<file path="src/rtl/rob_commit_if.sv">
// Dispatch, writeback, register-file and operand-query signals of the reorder buffer.
// The master modport is the pipeline side and the slave modport is the ROB.
interface rob_commit_if;
    logic        alloc_req;
    logic [4:0]  alloc_rd;
    logic        alloc_ready;
    logic [2:0]  alloc_tag;

    logic        cdb_valid;
    logic [2:0]  cdb_tag;
    logic [31:0] cdb_data;

    logic        rf_load;
    logic        rf_allocate;
    logic [4:0]  rf_dest;
    logic [31:0] rf_data;
    logic [2:0]  rf_tag;

    logic [2:0]  q_tag_a;
    logic [2:0]  q_tag_b;
    logic        q_ready_a;
    logic        q_ready_b;
    logic [31:0] q_data_a;
    logic [31:0] q_data_b;

    logic        rob_empty;
    logic        rob_full;

    modport master (
        output alloc_req, alloc_rd, cdb_valid, cdb_tag, cdb_data, q_tag_a, q_tag_b,
        input  alloc_ready, alloc_tag, rf_load, rf_allocate, rf_dest, rf_data, rf_tag,
        input  q_ready_a, q_ready_b, q_data_a, q_data_b, rob_empty, rob_full
    );

    modport slave (
        input  alloc_req, alloc_rd, cdb_valid, cdb_tag, cdb_data, q_tag_a, q_tag_b,
        output alloc_ready, alloc_tag, rf_load, rf_allocate, rf_dest, rf_data, rf_tag,
        output q_ready_a, q_ready_b, q_data_a, q_data_b, rob_empty, rob_full
    );
endinterface

</file>
<file path="src/rtl/rob_commit.sv">
// 8-entry reorder buffer: in-order allocate, out-of-order writeback, in-order commit
// to a register file that shares one destination port between allocate and commit.
module rob_commit (
    input logic          clk,
    input logic          rst,
    rob_commit_if.slave  rob_io
);

    logic [7:0]  busy_q, busy_d;
    logic [7:0]  done_q, done_d;
    logic [4:0]  rd_q   [8];
    logic [4:0]  rd_d   [8];
    logic [31:0] data_q [8];
    logic [31:0] data_d [8];
    logic [2:0]  head_q, head_d;
    logic [2:0]  tail_q, tail_d;
    logic [3:0]  count_q, count_d;

    logic commit_fire;
    logic alloc_fire;
    logic byp_a, byp_b;

    // Commit owns the shared dest port, so it blocks allocation in the same cycle.
    assign commit_fire        = !rst && busy_q[head_q] && done_q[head_q];
    assign rob_io.alloc_ready = !rst && (count_q < 4'd8) && !commit_fire;
    assign rob_io.alloc_tag   = tail_q;
    assign alloc_fire         = rob_io.alloc_req && rob_io.alloc_ready;

    assign rob_io.rob_empty = rst || (count_q == 4'd0);
    assign rob_io.rob_full  = !rst && (count_q == 4'd8);

    always_comb begin
        busy_d  = busy_q;
        done_d  = done_q;
        rd_d    = rd_q;
        data_d  = data_q;
        head_d  = head_q;
        tail_d  = tail_q;
        count_d = count_q;
        if (rob_io.cdb_valid && busy_q[rob_io.cdb_tag]) begin
            data_d[rob_io.cdb_tag] = rob_io.cdb_data;
            done_d[rob_io.cdb_tag] = 1'b1;
        end
        if (alloc_fire) begin
            busy_d[tail_q] = 1'b1;
            done_d[tail_q] = 1'b0;
            rd_d[tail_q]   = rob_io.alloc_rd;
            tail_d         = tail_q + 3'd1;
            count_d        = count_q + 4'd1;
        end
        // Applied after writeback so a late result for the head cannot revive it.
        if (commit_fire) begin
            busy_d[head_q] = 1'b0;
            done_d[head_q] = 1'b0;
            head_d         = head_q + 3'd1;
            count_d        = count_q - 4'd1;
        end
    end

    always_ff @(posedge clk) begin
        if (rst) begin
            busy_q  <= '0;
            done_q  <= '0;
            head_q  <= '0;
            tail_q  <= '0;
            count_q <= '0;
        end else begin
            busy_q  <= busy_d;
            done_q  <= done_d;
            head_q  <= head_d;
            tail_q  <= tail_d;
            count_q <= count_d;
        end
    end

    always_ff @(posedge clk) begin
        rd_q   <= rd_d;
        data_q <= data_d;
    end

    always_comb begin
        rob_io.rf_load     = 1'b0;
        rob_io.rf_allocate = 1'b0;
        rob_io.rf_dest     = '0;
        rob_io.rf_data     = '0;
        rob_io.rf_tag      = '0;
        if (commit_fire) begin
            rob_io.rf_load = (rd_q[head_q] != 5'd0);
            rob_io.rf_dest = rd_q[head_q];
            rob_io.rf_data = data_q[head_q];
            rob_io.rf_tag  = head_q;
        end else if (alloc_fire) begin
            rob_io.rf_allocate = (rob_io.alloc_rd != 5'd0);
            rob_io.rf_dest     = rob_io.alloc_rd;
            rob_io.rf_tag      = tail_q;
        end
    end

    // Same-cycle CDB bypass takes precedence over stored results.
    assign byp_a = rob_io.cdb_valid && (rob_io.cdb_tag == rob_io.q_tag_a) && busy_q[rob_io.q_tag_a];
    assign byp_b = rob_io.cdb_valid && (rob_io.cdb_tag == rob_io.q_tag_b) && busy_q[rob_io.q_tag_b];

    assign rob_io.q_ready_a = !rst && (byp_a || (busy_q[rob_io.q_tag_a] && done_q[rob_io.q_tag_a]));
    assign rob_io.q_ready_b = !rst && (byp_b || (busy_q[rob_io.q_tag_b] && done_q[rob_io.q_tag_b]));

    assign rob_io.q_data_a = !rob_io.q_ready_a ? 32'd0 :
                             byp_a ? rob_io.cdb_data : data_q[rob_io.q_tag_a];
    assign rob_io.q_data_b = !rob_io.q_ready_b ? 32'd0 :
                             byp_b ? rob_io.cdb_data : data_q[rob_io.q_tag_b];

endmodule

</file>
<file path="src/flat_wrapper.sv">
// flat-port wrapper written by rule: the top's interface ports become plain ports
module rob_commit_flat 
  (clk, rst, rob_io_alloc_req, rob_io_alloc_rd, rob_io_cdb_valid, rob_io_cdb_tag, rob_io_cdb_data, rob_io_q_tag_a, rob_io_q_tag_b, rob_io_alloc_ready, rob_io_alloc_tag, rob_io_rf_load, rob_io_rf_allocate, rob_io_rf_dest, rob_io_rf_data, rob_io_rf_tag, rob_io_q_ready_a, rob_io_q_ready_b, rob_io_q_data_a, rob_io_q_data_b, rob_io_rob_empty, rob_io_rob_full);
  rob_commit_if rob_io_i ();
  input logic clk;
  input logic rst;
  input wire logic [$bits(rob_io_i.alloc_req)-1:0] rob_io_alloc_req;
  input wire logic [$bits(rob_io_i.alloc_rd)-1:0] rob_io_alloc_rd;
  input wire logic [$bits(rob_io_i.cdb_valid)-1:0] rob_io_cdb_valid;
  input wire logic [$bits(rob_io_i.cdb_tag)-1:0] rob_io_cdb_tag;
  input wire logic [$bits(rob_io_i.cdb_data)-1:0] rob_io_cdb_data;
  input wire logic [$bits(rob_io_i.q_tag_a)-1:0] rob_io_q_tag_a;
  input wire logic [$bits(rob_io_i.q_tag_b)-1:0] rob_io_q_tag_b;
  output wire logic [$bits(rob_io_i.alloc_ready)-1:0] rob_io_alloc_ready;
  output wire logic [$bits(rob_io_i.alloc_tag)-1:0] rob_io_alloc_tag;
  output wire logic [$bits(rob_io_i.rf_load)-1:0] rob_io_rf_load;
  output wire logic [$bits(rob_io_i.rf_allocate)-1:0] rob_io_rf_allocate;
  output wire logic [$bits(rob_io_i.rf_dest)-1:0] rob_io_rf_dest;
  output wire logic [$bits(rob_io_i.rf_data)-1:0] rob_io_rf_data;
  output wire logic [$bits(rob_io_i.rf_tag)-1:0] rob_io_rf_tag;
  output wire logic [$bits(rob_io_i.q_ready_a)-1:0] rob_io_q_ready_a;
  output wire logic [$bits(rob_io_i.q_ready_b)-1:0] rob_io_q_ready_b;
  output wire logic [$bits(rob_io_i.q_data_a)-1:0] rob_io_q_data_a;
  output wire logic [$bits(rob_io_i.q_data_b)-1:0] rob_io_q_data_b;
  output wire logic [$bits(rob_io_i.rob_empty)-1:0] rob_io_rob_empty;
  output wire logic [$bits(rob_io_i.rob_full)-1:0] rob_io_rob_full;
  assign rob_io_i.alloc_req = rob_io_alloc_req;
  assign rob_io_i.alloc_rd = rob_io_alloc_rd;
  assign rob_io_i.cdb_valid = rob_io_cdb_valid;
  assign rob_io_i.cdb_tag = rob_io_cdb_tag;
  assign rob_io_i.cdb_data = rob_io_cdb_data;
  assign rob_io_i.q_tag_a = rob_io_q_tag_a;
  assign rob_io_i.q_tag_b = rob_io_q_tag_b;
  assign rob_io_alloc_ready = rob_io_i.alloc_ready;
  assign rob_io_alloc_tag = rob_io_i.alloc_tag;
  assign rob_io_rf_load = rob_io_i.rf_load;
  assign rob_io_rf_allocate = rob_io_i.rf_allocate;
  assign rob_io_rf_dest = rob_io_i.rf_dest;
  assign rob_io_rf_data = rob_io_i.rf_data;
  assign rob_io_rf_tag = rob_io_i.rf_tag;
  assign rob_io_q_ready_a = rob_io_i.q_ready_a;
  assign rob_io_q_ready_b = rob_io_i.q_ready_b;
  assign rob_io_q_data_a = rob_io_i.q_data_a;
  assign rob_io_q_data_b = rob_io_i.q_data_b;
  assign rob_io_rob_empty = rob_io_i.rob_empty;
  assign rob_io_rob_full = rob_io_i.rob_full;
  rob_commit u_core (.clk(clk), .rst(rst), .rob_io(rob_io_i));
endmodule
</file>
<file path="config.mk">
export PLATFORM = sky130hd
export DESIGN_NAME = rob_commit_flat
export DESIGN_NICKNAME = d
export VERILOG_FILES = /design/src/rtl/rob_commit_if.sv /design/src/rtl/rob_commit.sv /design/src/flat_wrapper.sv
export SDC_FILE = /design/constraint.sdc
export NUM_CORES = 1
export LEC_CHECK = 0
export ABC_AREA = 0
export CAP_MARGIN = 20
export CORE_AREA = 2 2 262 135
export DETAILED_ROUTE_END_ITERATION = 7
export DIE_AREA = 0 0 264 137
export GPL_TIMING_DRIVEN = 0
export PLACE_DENSITY = 0.76
export RECOVER_POWER = 50
export SETUP_SLACK_MARGIN = 0.2
export SYNTH_ARGS = -nofsm -noshare
export SYNTH_HDL_FRONTEND = slang
export SYNTH_SLANG_ARGS = --single-unit
</file>
<file path="constraint.sdc">
create_clock -name clk -period 13.02 [get_ports clk]
set_input_delay 1.302 -clock clk [delete_from_list [all_inputs] [get_ports clk]]
set_output_delay 1.302 -clock clk [all_outputs]
set_load 0.01 [all_outputs]
</file>
Word-level counts from Yosys, hierarchy flattened
Index checks and enable logic that the tools add are counted.
{"block": "word_totals", "reg_bits": 322, "input_bits": 50, "output_inout_bits": 114, "word_cells": 142}
{"block": "op_classes", "add_sub_neg": 4, "magnitude_cmp": 16, "eq_ne": 3, "n_mux": 57, "bitwise_logic": 12, "reduce_logical": 29}
{"operator": "two-way mux 32 bit", "n": 12}
{"operator": "binary-select mux 32 bit (select 3 bit)", "n": 3}
{"operator": "bitwise mux 256 bit", "n": 1}
{"operator": "demux 32 bit (select 3 bit)", "n": 1}
{"operator": "bitwise mux 40 bit", "n": 1}
{"operator": "two-way mux 8 bit", "n": 5}
{"operator": "two-way mux 5 bit", "n": 5}
{"operator": "bitwise AND 8 bit", "n": 3}
{"operator": "binary-select mux 1 bit (select 3 bit)", "n": 7}
{"operator": "greater-or-equal comparator 4 bit (second input constant)", "n": 5}
{"operator": "logical AND 1 bit", "n": 20}
{"operator": "< comparator 3 x 4 -> 1 bit (second input constant)", "n": 5}
{"operator": "NOT 3 -> 4 bit", "n": 5}
{"operator": "NOT 8 bit", "n": 2}
{"operator": "OR 8 bit", "n": 2}
{"operator": "binary-select mux 5 bit (select 3 bit)", "n": 1}
{"operator": "demux 5 bit (select 3 bit)", "n": 1}
{"operator": "two-way mux 1 bit", "n": 13}
{"operator": "nonzero test 5 bit", "n": 2}
{"operator": "demux 1 bit (select 3 bit)", "n": 3}
{"operator": "greater-or-equal comparator 3 x 1 -> 1 bit (second input constant)", "n": 3}
{"operator": "< comparator 4 x 1 -> 1 bit (second input constant)", "n": 2}
{"operator": "two-way mux 4 bit", "n": 2}
{"operator": "adder 3 x 1 -> 3 bit (second input constant)", "n": 2}
{"operator": "other kinds (10)", "n": 15}

Logic depth before layout (Yosys ltp)
Gate-level depths: netlist of the first run.
{"block": "logic_depth", "ltp_word": 10, "ltp_mapped": 13}

Worst setup path after synthesis of the first run
No wires, ideal clock.
{"block": "synth_path", "path_kind": "input to register", "from": "input rob_io_cdb_tag[1]", "to": "register u_core.data_q[0] (netlist bit) (enable)", "setup_time_ps": 505, "arrival_time_ps": 5153, "path_slack_ps": 7362, "path_stages": 4, "path_cell_list": "clkbuf_1 > and3_1 > o21ai_1 > nor4_1"}
{"block": "synth_via", "elab_chain_cells": 3}
{"item": "from (decl)", "line": "flat_wrapper.sv:10", "rtl": "input wire logic [$bits(rob_io_i.cdb_tag)-1:0] rob_io_cdb_tag;"}
{"item": "binary-select mux 1 bit (select 3 bit)", "line": "rob_commit.sv:40", "rtl": "if (rob_io.cdb_valid && busy_q[rob_io.cdb_tag]) begin"}
{"item": "two-way mux 1 bit (not written as such)", "line": "rob_commit.sv:40"}
{"item": "logical AND 1 bit", "line": "rob_commit.sv:40"}
{"item": "to (signal assigned)", "line": "rob_commit.sv:78", "rtl": "data_q <= data_d;"}
{"item": "to (decl)", "line": "rob_commit.sv:13", "rtl": "logic [31:0] data_q [8];"}
Every way passes these cells. The select of a mux whose other input is x is not followed.
A chain may end at the register's enable or synchronous reset.

Worst setup path after layout of the first run
{"block": "layout_path", "from": "input rob_io_cdb_tag[0]", "to": "register u_core.data_q[82] (netlist bit) (enable)"}
The elaborated chain is that of the path after synthesis.

==> metrics.txt, run 1 <==
status=finished, violations left; failing checks=design-rule violations, max-capacitance violations, max-slew violations; Setup crit end kind=register; Routed wire per std cell=31.0 um; antenna viol nets, final=0; Avg Cell Area, Syn=15.1 um^2; most common cell after layout, fill and taps aside=edfxtp_1; HP Class=reg2reg; hold_sp=u_core.count_q[0]; Post-synth EDFFs=296; CTS tree=yes; gr usage total=0.327; hold path depth=1; DRC=1; Async SR Flop Fraction=0; GRT Max-Usage Layer=met2; vias per cell=7.10; row count=48; met2 Usage GRT=0.484; FF-to-FF path depth=6; Fin Clk Skew=11.3 ps; crit path kind=in2reg; Slew @ Worst Pin=3490 ps; R2R setup slack=8200 ps; vias in the first global route=13,200; largest net degree at the start of global routing=22; initial DRC count=2,210; Final TNS setup=0 ps; Clock Path Buffers=3; final layout net count=1,483; crit path max fanout=10; P&R area growth vs syn=18.8%; WP data required=13,320 ps; Ports=164; CP startpoint=rob_io_cdb_tag[0]; placed cells=1,849; Critical Path AT=6540 ps; maxcap violations=4; Seq cells post-synth=322; PostCTS Resize Cnt=0; initial antenna violation count=1; Fmax=0.160 GHz; VDD IR max=0.000114 V; Synth Flop Type=edfxtp_1; commonest non-fill, non-tap cells in the layout=edfxtp_1, mux4_2, nor2_1, mux2i_1, clkdlybuf4s50_1; 1st-pass router iterations=8; Yosys Warn Count=0; Via Count=13,500; H-tree levels=1; final period utilization=0.479; worst hold-check slack=509 ps; RR Endpoint=u_core.data_q[82]; layout cells sized above 1=0.277; final WL=59,100 um; die span in y=137 um; register area share after synthesis=0.513; DPL Wire Length=40,900 um; Post-Syn Nets=1,268; clock sink total=322; PD cells=105 nW/um^2; Worst setup SP type=primary input; die width=264 um; initial core utilization=0.541; clk slew on worst S/H paths=70 ps; final setup fails=0; CTS root buffer=clkbuf_16; RSZ-0062 raised after global routing=false; slew margin rel.=-1.39; grt total ovfl=0; Critical R2R Launch=u_core.busy_q[1]; number of port buffers=155; Final Max Tran Viols=38; leakage power=7.04 nW; Post-CTS Setup Bufs=0; CP endpoint=u_core.data_q[82]; Clock Latency Late Sink=580 ps; CTS buffer count=29; Final GP Congestion=0.909; cts-stage hold buffer count=0; Post-Synthesis Cell Area=18,300 um^2; count of cell types in the netlist=71; first-pass GRT wire length=85,800 um; M1 GR Usage=0.477; M3 GR Usage=0.0927; post-synthesis instance total=1,215; Die Area=36,200 um^2; non-filler instance count after layout=1,904; core area=33,900 um^2; Fin. Hold Viols=0; Tmin final=6240 ps
==> registers in the layout (all words and copies together) (netlist names) <==
name and count:
u_core.busy_q 8, u_core.rob_io.alloc_tag 3, u_core.done_q 8, u_core.head_q 3, u_core.rd_q 40, u_core.count_q 4, u_core.data_q 256
==> cell usage after synthesis, drive strengths merged, types with 4 or more instances <==
cell | count | area (um^2)
edfxtp | 296 | 8890
mux4 | 168 | 3780
nor2 | 147 | 559
mux2i | 117 | 1170
a211oi | 101 | 1040
buf | 70 | 432
nor3 | 47 | 392
a21oi | 46 | 230
clkbuf | 44 | 165
dfxtp | 26 | 521
nand2 | 16 | 60.1
inv | 10 | 37.5
mux2 | 10 | 113
xnor2 | 8 | 70.1
nor4 | 6 | 50.0
o21ai | 6 | 30.0
o22ai | 6 | 37.5
a22oi | 5 | 37.5
nand3 | 5 | 25.0
a211o | 4 | 35.0
and3 | 4 | 25.0
nand4 | 4 | 25.0
nor2b | 4 | 25.0
o2bb2ai | 4 | 35.0
or2 | 4 | 25.0
==> cell type report <==
| class | count | area [um^2] |
|---|---|---|
| multi-input cells | 769 | 8240 |
| repair buffers | 184 | 1870 |
| plain buffers | 114 | 574 |
| clock inverters | 12 | 220 |
| fillers | 2448 | 12100 |
| inverters | 10 | 37.5 |
| clock buffers | 42 | 857 |
| diodes | 1 | 2.50 |
| flip-flops and latches | 322 | 9410 |
| well taps | 450 | 563 |
==> critical path, stage by stage <==
cell and delay, ps:
dlygate4sd3_1 570, clkbuf_1 450, inv_1 170, or3_1 480
a2111oi_0 2770, buf_6 400, buf_6 210, buf_8 170
==> cells by family after synthesis <==
kind of cell    Yosys count  synth area share
fa+ha+maj                 3           0.00205
mux                     295             0.276
simple gates            256            0.0729
buf+inv                 124            0.0346
compound gates          207            0.0969
flops                   322             0.513
xor+xnor                  8           0.00382
==> metal layers <==
layer / wire length [um] / share of wire
met5: 0 / 0
met2: 25900 / 0.44
met3: 8650 / 0.15
met4: 1480 / 0.025
met1: 23000 / 0.39
==> report_power, final <==
group | internal, mW | leakage [nW] | total [mW] | switching, mW
Combinational | 0.0750 | 3.65 | 0.172 | 0.0969
Sequential | 1.13 | 2.87 | 1.14 | 0.00506
Clock | 0.577 | 0.521 | 0.986 | 0.409
Total | 1.79 | 7.04 | 2.30 | 0.511
==> how the worst min path moves through the flow <==
stage | to | slack (ps)
floorplan | u_core.busy_q[1] | 460
finish | u_core.count_q[0] | 510
global placement | u_core.count_q[0] | 480
CTS | u_core.count_q[0] | 510
detailed placement | u_core.count_q[0] | 500
global route | u_core.count_q[0] | 550
==> per-stage QoR <==
stage	setup WS [ps]	power [mW]	area (um^2)	utilization
after floorplan	7360	1.27	18300	-
after global placement	3240	1.33	20400	0.604
after detailed placement	7560	1.33	20800	0.615
after CTS	7530	2.29	21900	0.647
after global routing	6450	2.35	21800	0.643
final	6780	2.30	21800	0.643
(Power assumes the default switching activity.)
==> run 2: changes to the inputs <==
==> constraint.sdc (replaced) <==
create_clock -name clk -period 6.1 [get_ports clk]
set_input_delay 0.61 -clock clk [delete_from_list [all_inputs] [get_ports clk]]
set_output_delay 0.61 -clock clk [all_outputs]
set_load 0.01 [all_outputs]
==> run 2 against run 1 <==
Against the previous run:
- the run ends with max-capacitance violations, max-slew violations left
- via count down 0.30%
- critical path depth rose by 1
- first-iteration DRC count up 2.7%
- die area unchanged
- global-route usage unchanged
- largest power group unchanged
==> metrics.txt, run 2 (synthesized netlist as in run 1, its figures left out) <==
most common cell after layout, fill and taps aside=edfxtp_1 (unchanged); Worst setup SP type=register (was primary input); status=finished, violations left (unchanged); FF-to-FF path depth=12 (was 6); commonest non-fill, non-tap cells in the layout=edfxtp_1, mux4_2, nor2_1, mux2i_1, clkdlybuf4s50_1 (unchanged); Die Area=36,200 um^2 (unchanged); RR Endpoint=u_core.count_q[2] (was u_core.data_q[82]); hold_sp=u_core.count_q[0] (unchanged); clock sink total=322 (unchanged); crit path max fanout=10 (unchanged); ordered list of cells on the worst path=clkbuf_1, mux2i_1, nand2_1, o2111a_1, clkbuf_1, nor2_1, clkbuf_1, nor3_2, clkdlybuf4s50_1 (was dlygate4sd3_1, clkbuf_1, inv_1, or3_1, a2111oi_0, buf_6, buf_6, buf_8); cts-stage hold buffer count=0 (unchanged); biggest regs=u_core.data_q x256, u_core.rd_q x40 (unchanged); H-tree levels=1 (unchanged); Setup crit end kind=output pin (was register); WP data required=5490 ps (was 13,320 ps); largest reg by FF count=u_core.data_q (unchanged); DPL Wire Length=40,900 um (unchanged); placed cell areas=20,800 um^2 (unchanged); gr usage total=0.327 (unchanged); WHS Endpoint=u_core.count_q[0] (unchanged); number of port buffers=155 (unchanged); vias per cell=7.08 (was 7.10); CTS root buffer=clkbuf_16 (unchanged); VDD IR max=0.000244 V (was 0.000114 V); DRC=0 (was 1); final setup fails=0 (unchanged); 1st-pass router iterations=6 (was 8); initial antenna violation count=1 (unchanged); initial DRC count=2,270 (was 2,210); HP Class=reg2reg (unchanged); crit path kind=reg2out (was in2reg); area of the multi-input gates=8270 um^2 (was 8240 um^2); leakage power=7.04 nW (about the same); PD cells=225 nW/um^2 (was 105 nW/um^2); Fillers=2,449 (was 2,448); maxcap violations=4 (unchanged); Fin Clk Skew=16.1 ps (was 11.3 ps); largest net degree at the start of global routing=22 (unchanged); CP max stage delay=790 ps (was 2770 ps); Critical R2R Launch=u_core.head_q[1] (was u_core.busy_q[1]); Fmax=0.195 GHz; vias in the first global route=13,200 (unchanged); first-pass GRT wire length=85,800 um (unchanged); Crit path top cell by count=clkbuf_1 (was buf_6); initial core utilization=0.541 (unchanged); final layout net count=1,483 (unchanged); die width=264 um (unchanged); PostCTS Resize Cnt=0 (unchanged); Fin. Hold Viols=0 (unchanged); Ports=164 (unchanged); CTS tree=yes (unchanged); Clock Path Buffers=3 (unchanged); core area=33,900 um^2 (unchanged); Final GP Congestion=0.909 (unchanged); number of flip-flops in the largest register=256 (unchanged); Post-CTS Setup Bufs=0 (unchanged); Slowest-stage cell, CP=clkbuf_1 (was a2111oi_0); register area=9410 um^2 (unchanged); Final Max Tran Viols=39 (was 38); Via Count=13,500 (about the same); post-route cell area=21,800 um^2 (about the same); P&R area growth vs syn=18.9% (was 18.8%); worst path bufs/invs=4 (was 6); Critical Path AT=4510 ps (was 6540 ps); die span in y=137 um (unchanged); RSZ-0062 raised after global routing=false (unchanged); Slew @ Worst Pin=2560 ps (was 3490 ps); hold path depth=1 (unchanged); worst hold-check slack=508 ps (was 509 ps); family with the most delay on the worst path=buffers and inverters (was compound AO/OA/AOI/OAI gates); CTS buffer count=29 (unchanged); R2R setup slack=1910 ps (was 8200 ps); slew margin rel.=-0.708 (was -1.39); clk slew on worst S/H paths=70 ps (about the same); final period utilization=0.839; failing checks=max-capacitance violations, max-slew violations (was design-rule violations, max-capacitance violations, max-slew violations); Routed wire per std cell=31.0 um (about the same); antenna viol nets, final=0 (unchanged); layout cells sized above 1=0.279 (was 0.277); final WL=59,000 um (was 59,100 um); row count=48 (unchanged); grt total ovfl=0 (unchanged); Clock Latency Late Sink=590 ps (was 580 ps); Tmin final=5120 ps
-- run 2: cell types whose count changed in the layout (fill, tap and decap cells not counted), moves of 2 or more --
cell,before,now
a2111oi_0,2,0
a2111oi_1,0,2
nor4_1,6,4
nor4_2,0,2
-- run 2: cell type report --
cell class | instances | share of cell area
Timing Repair Buffer | 184 | 0.0853
Buffer | 114 | 0.0263
Multi-Input combinational cell | 769 | 0.379
Antenna cell | 1 | 0.000115
Clock inverter | 12 | 0.0101
Sequential cell | 322 | 0.432
Tap cell | 450 | 0.0258
Clock buffer | 42 | 0.0393
Inverter | 10 | 0.00172
-- run 2: where the power goes --
group	internal (mW)	leakage, nW	total, mW	switching (mW)
registers	2.42	2.87	2.43	0.0108
clock network	1.23	0.521	2.10	0.866
logic	0.160	3.65	0.368	0.207
-- run 2: metrics by stage --
step,setup WS (ps),power [mW],setup TNS (ps),util,cells
global placement,-2990,2.84,-288200,0.604,1820
global route,875,5.01,0,0.643,1904
floorplan,1130,2.70,0,-,1215
detailed placement,2020,2.85,0,0.615,1849
CTS,1740,4.89,0,0.647,1903
finish,984,4.90,0,0.643,1904
-- run 2: worst max path at each step --
stage,startpoint,end,depth (start not counted)
global placement,rob_io_cdb_tag[0],u_core.data_q[19],5
global route,u_core.head_q[1],rob_io_rf_data[0],9
CTS,u_core.head_q[2],rob_io_rf_data[23],7
finish,u_core.head_q[1],rob_io_rf_data[5],9
floorplan,rob_io_cdb_tag[1],u_core.data_q[0],4
detailed placement,rob_io_q_tag_b[1],rob_io_q_data_b[1],7
-- run 2: layer usage --
layer | vias up | wire [um] | GRT usage
met5 | - | 0 | 0
met4 | 0 | 1570 | 0.0865
met3 | 125 | 8420 | 0.0927
met2 | 1120 | 25900 | 0.484
met1 | 6810 | 23100 | 0.477
li1 | 5416 | - | -
==> run 3: changes to the inputs <==
==> constraint.sdc (replaced) <==
create_clock -name clk -period 5 [get_ports clk]
set_input_delay 0.5 -clock clk [delete_from_list [all_inputs] [get_ports clk]]
set_output_delay 0.5 -clock clk [all_outputs]
set_load 0.01 [all_outputs]
==> run 3 against run 2 <==
Against the previous run:
- the run still ends with max-capacitance violations, max-slew violations left
- design area down 0.42%
- wire length down 0.45%
- cell count down 0.11%
- worst hold slack worse by 13 ps
- sequential share of layout area up 0.18 points
- die area unchanged
- core utilization down 0.27 points
- via count down 0.53%
- combinational power up 21%
- register-to-register slack worse by 450 ps
- critical endpoint is now rob_io_rf_data[26]
- largest cell class unchanged
==> metrics.txt, run 3 (synthesized netlist as in run 1, its figures left out) <==
initial core utilization=0.541 (unchanged); Final Max Tran Viols=6 (was 39); DRC=0 (unchanged); commonest non-fill, non-tap cells in the layout=edfxtp_1, mux4_2, nor2_1, mux2i_1, clkdlybuf4s50_1 (unchanged); FF-to-FF path depth=5 (was 12); Crit path top cell by count=clkbuf_1 (unchanged); Critical Path AT=4140 ps (was 4510 ps); H-tree levels=1 (unchanged); number of flip-flops in the largest register=256 (unchanged); maxcap violations=1 (was 4); final layout net count=1,479 (was 1,483); hold_sp=rob_io_cdb_tag[2] (was u_core.count_q[0]); CTS root buffer=clkbuf_16 (unchanged); first-pass GRT wire length=85,900 um (was 85,800 um); register area=9410 um^2 (unchanged); crit path max fanout=10 (unchanged); core area=33,900 um^2 (unchanged); Setup crit end kind=output pin (unchanged); Slew @ Worst Pin=2030 ps (was 2560 ps); Clock Path Buffers=3 (unchanged); DPL Wire Length=40,700 um (was 40,900 um); family with the most delay on the worst path=buffers and inverters (unchanged); Clock Latency Late Sink=590 ps (about the same); Crit. path cell count=6 (was 9); failing checks=max-capacitance violations, max-slew violations (unchanged); HP Class=in2reg (was reg2reg); area of the multi-input gates=8300 um^2 (was 8270 um^2); cts-stage hold buffer count=0 (unchanged); Power, Total=5.77 mW (was 4.90 mW); initial antenna violation count=2 (was 1); most common cell after layout, fill and taps aside=edfxtp_1 (unchanged); Via Count=13,400 (was 13,500); Tmin final=4640 ps; vias per cell=7.05 (was 7.08); CP max stage delay=760 ps (was 790 ps); row count=48 (unchanged); Post-CTS Setup Bufs=0 (unchanged); VDD IR max=0.000269 V (was 0.000244 V); PostCTS Resize Cnt=0 (unchanged); slew margin rel.=-0.391 (was -0.708); Fin. Hold Viols=0 (unchanged); Routed wire per std cell=30.9 um (was 31.0 um); largest reg by FF count=u_core.data_q (unchanged); die span in y=137 um (unchanged); hold path depth=4 (was 1); layout cells sized above 1=0.280 (was 0.279); P&R area growth vs syn=18.4% (was 18.9%); final setup fails=0 (unchanged); antenna viol nets, final=0 (unchanged); Ports=164 (unchanged); final period utilization=0.927; initial DRC count=2,108 (was 2,270); Fmax=0.216 GHz; clk slew on worst S/H paths=70 ps (about the same); leakage power=6.98 nW (was 7.04 nW); WP data required=4500 ps (was 5490 ps); die width=264 um (unchanged); crit path kind=reg2out (unchanged); CP startpoint=u_core.head_q[1] (unchanged); CTS tree=yes (unchanged); biggest regs=u_core.data_q x256, u_core.rd_q x40 (unchanged); worst path bufs/invs=4 (unchanged); clock sink total=322 (unchanged); Slowest-stage cell, CP=clkbuf_1 (unchanged); status=finished, violations left (unchanged); Critical R2R Launch=u_core.busy_q[1] (was u_core.head_q[1]); grt total ovfl=0 (unchanged); RSZ-0062 raised after global routing=false (unchanged); Die Area=36,200 um^2 (unchanged); CTS buffer count=30 (was 29); Final GP Congestion=0.897 (was 0.909); 1st-pass router iterations=5 (was 6); Fillers=2,477 (was 2,449); final WL=58,800 um (was 59,000 um); vias in the first global route=13,100 (was 13,200); gr usage total=0.328 (was 0.327); largest net degree at the start of global routing=24 (was 22); ordered list of cells on the worst path=clkbuf_1, clkbuf_1, clkbuf_1, a21oi_1, nor3_1, clkdlybuf4s50_1 (was clkbuf_1, mux2i_1, nand2_1, o2111a_1, clkbuf_1, nor2_1, clkbuf_1, nor3_2, clkdlybuf4s50_1); Fin Clk Skew=13.5 ps (was 16.1 ps); Worst setup SP type=register (unchanged); PD cells=266 nW/um^2 (was 225 nW/um^2); number of port buffers=155 (unchanged); Util after Layout=0.641 (was 0.643)
run 3: layout make-up:
class                           count  share of cell area
Multi-Input combinational cell    769               0.383
Tap cell                          450              0.0260
Clock inverter                     17             0.00732
Inverter                           10             0.00173
Timing Repair Buffer              179              0.0837
Antenna cell                        2            0.000231
Sequential cell                   322               0.434
Clock buffer                       39              0.0381
Buffer                            114              0.0268
run 3: path summary, 6_finish.rpt:
| path | endpoint | slack, ps |
|---|---|---|
| hold / removal | u_core.done_q[1] | 490 |
| setup reg to reg | u_core.data_q[92] | 1460 |
| hold reg to reg | u_core.count_q[0] | 510 |
| setup / recovery | rob_io_rf_data[26] | 360 |
run 3: routing by layer:
layer | share of wire | global-route usage | vias up
li1 | - | - | 5411
met1 | 0.40 | 0.472 | 6750
met2 | 0.43 | 0.484 | 1127
met3 | 0.15 | 0.111 | 112
met4 | 0.024 | 0.0805 | 0
met5 | 0 | 0 | -
run 3: where the power goes:
part | internal [mW] | switching [mW]
Sequential | 2.95 | 0.0136
Clock | 1.28 | 1.08
Combinational | 0.195 | 0.251
run 3: metrics by stage:
stage | setup WS [ps] | TNS, ps | instances | cell area, um^2 | hold slack [ps]
2_1_floorplan | 611 | 0 | 1215 | 18300 | 461
3_3_place_gp | -3250 | -383130 | 1820 | 20500 | 484
3_5_place_dp | 1190 | 0 | 1844 | 20800 | 494
4_1_cts | 715 | 0 | 1900 | 21800 | 405
5_1_grt | 372 | 0 | 1902 | 21700 | 527
6_report | 363 | 0 | 1902 | 21700 | 495
run 3: tightest hold or removal path, stage by stage:
cell and delay, ps:
buf_2 200, a2111oi_0 170, nor2_1 120, nor3_1 50
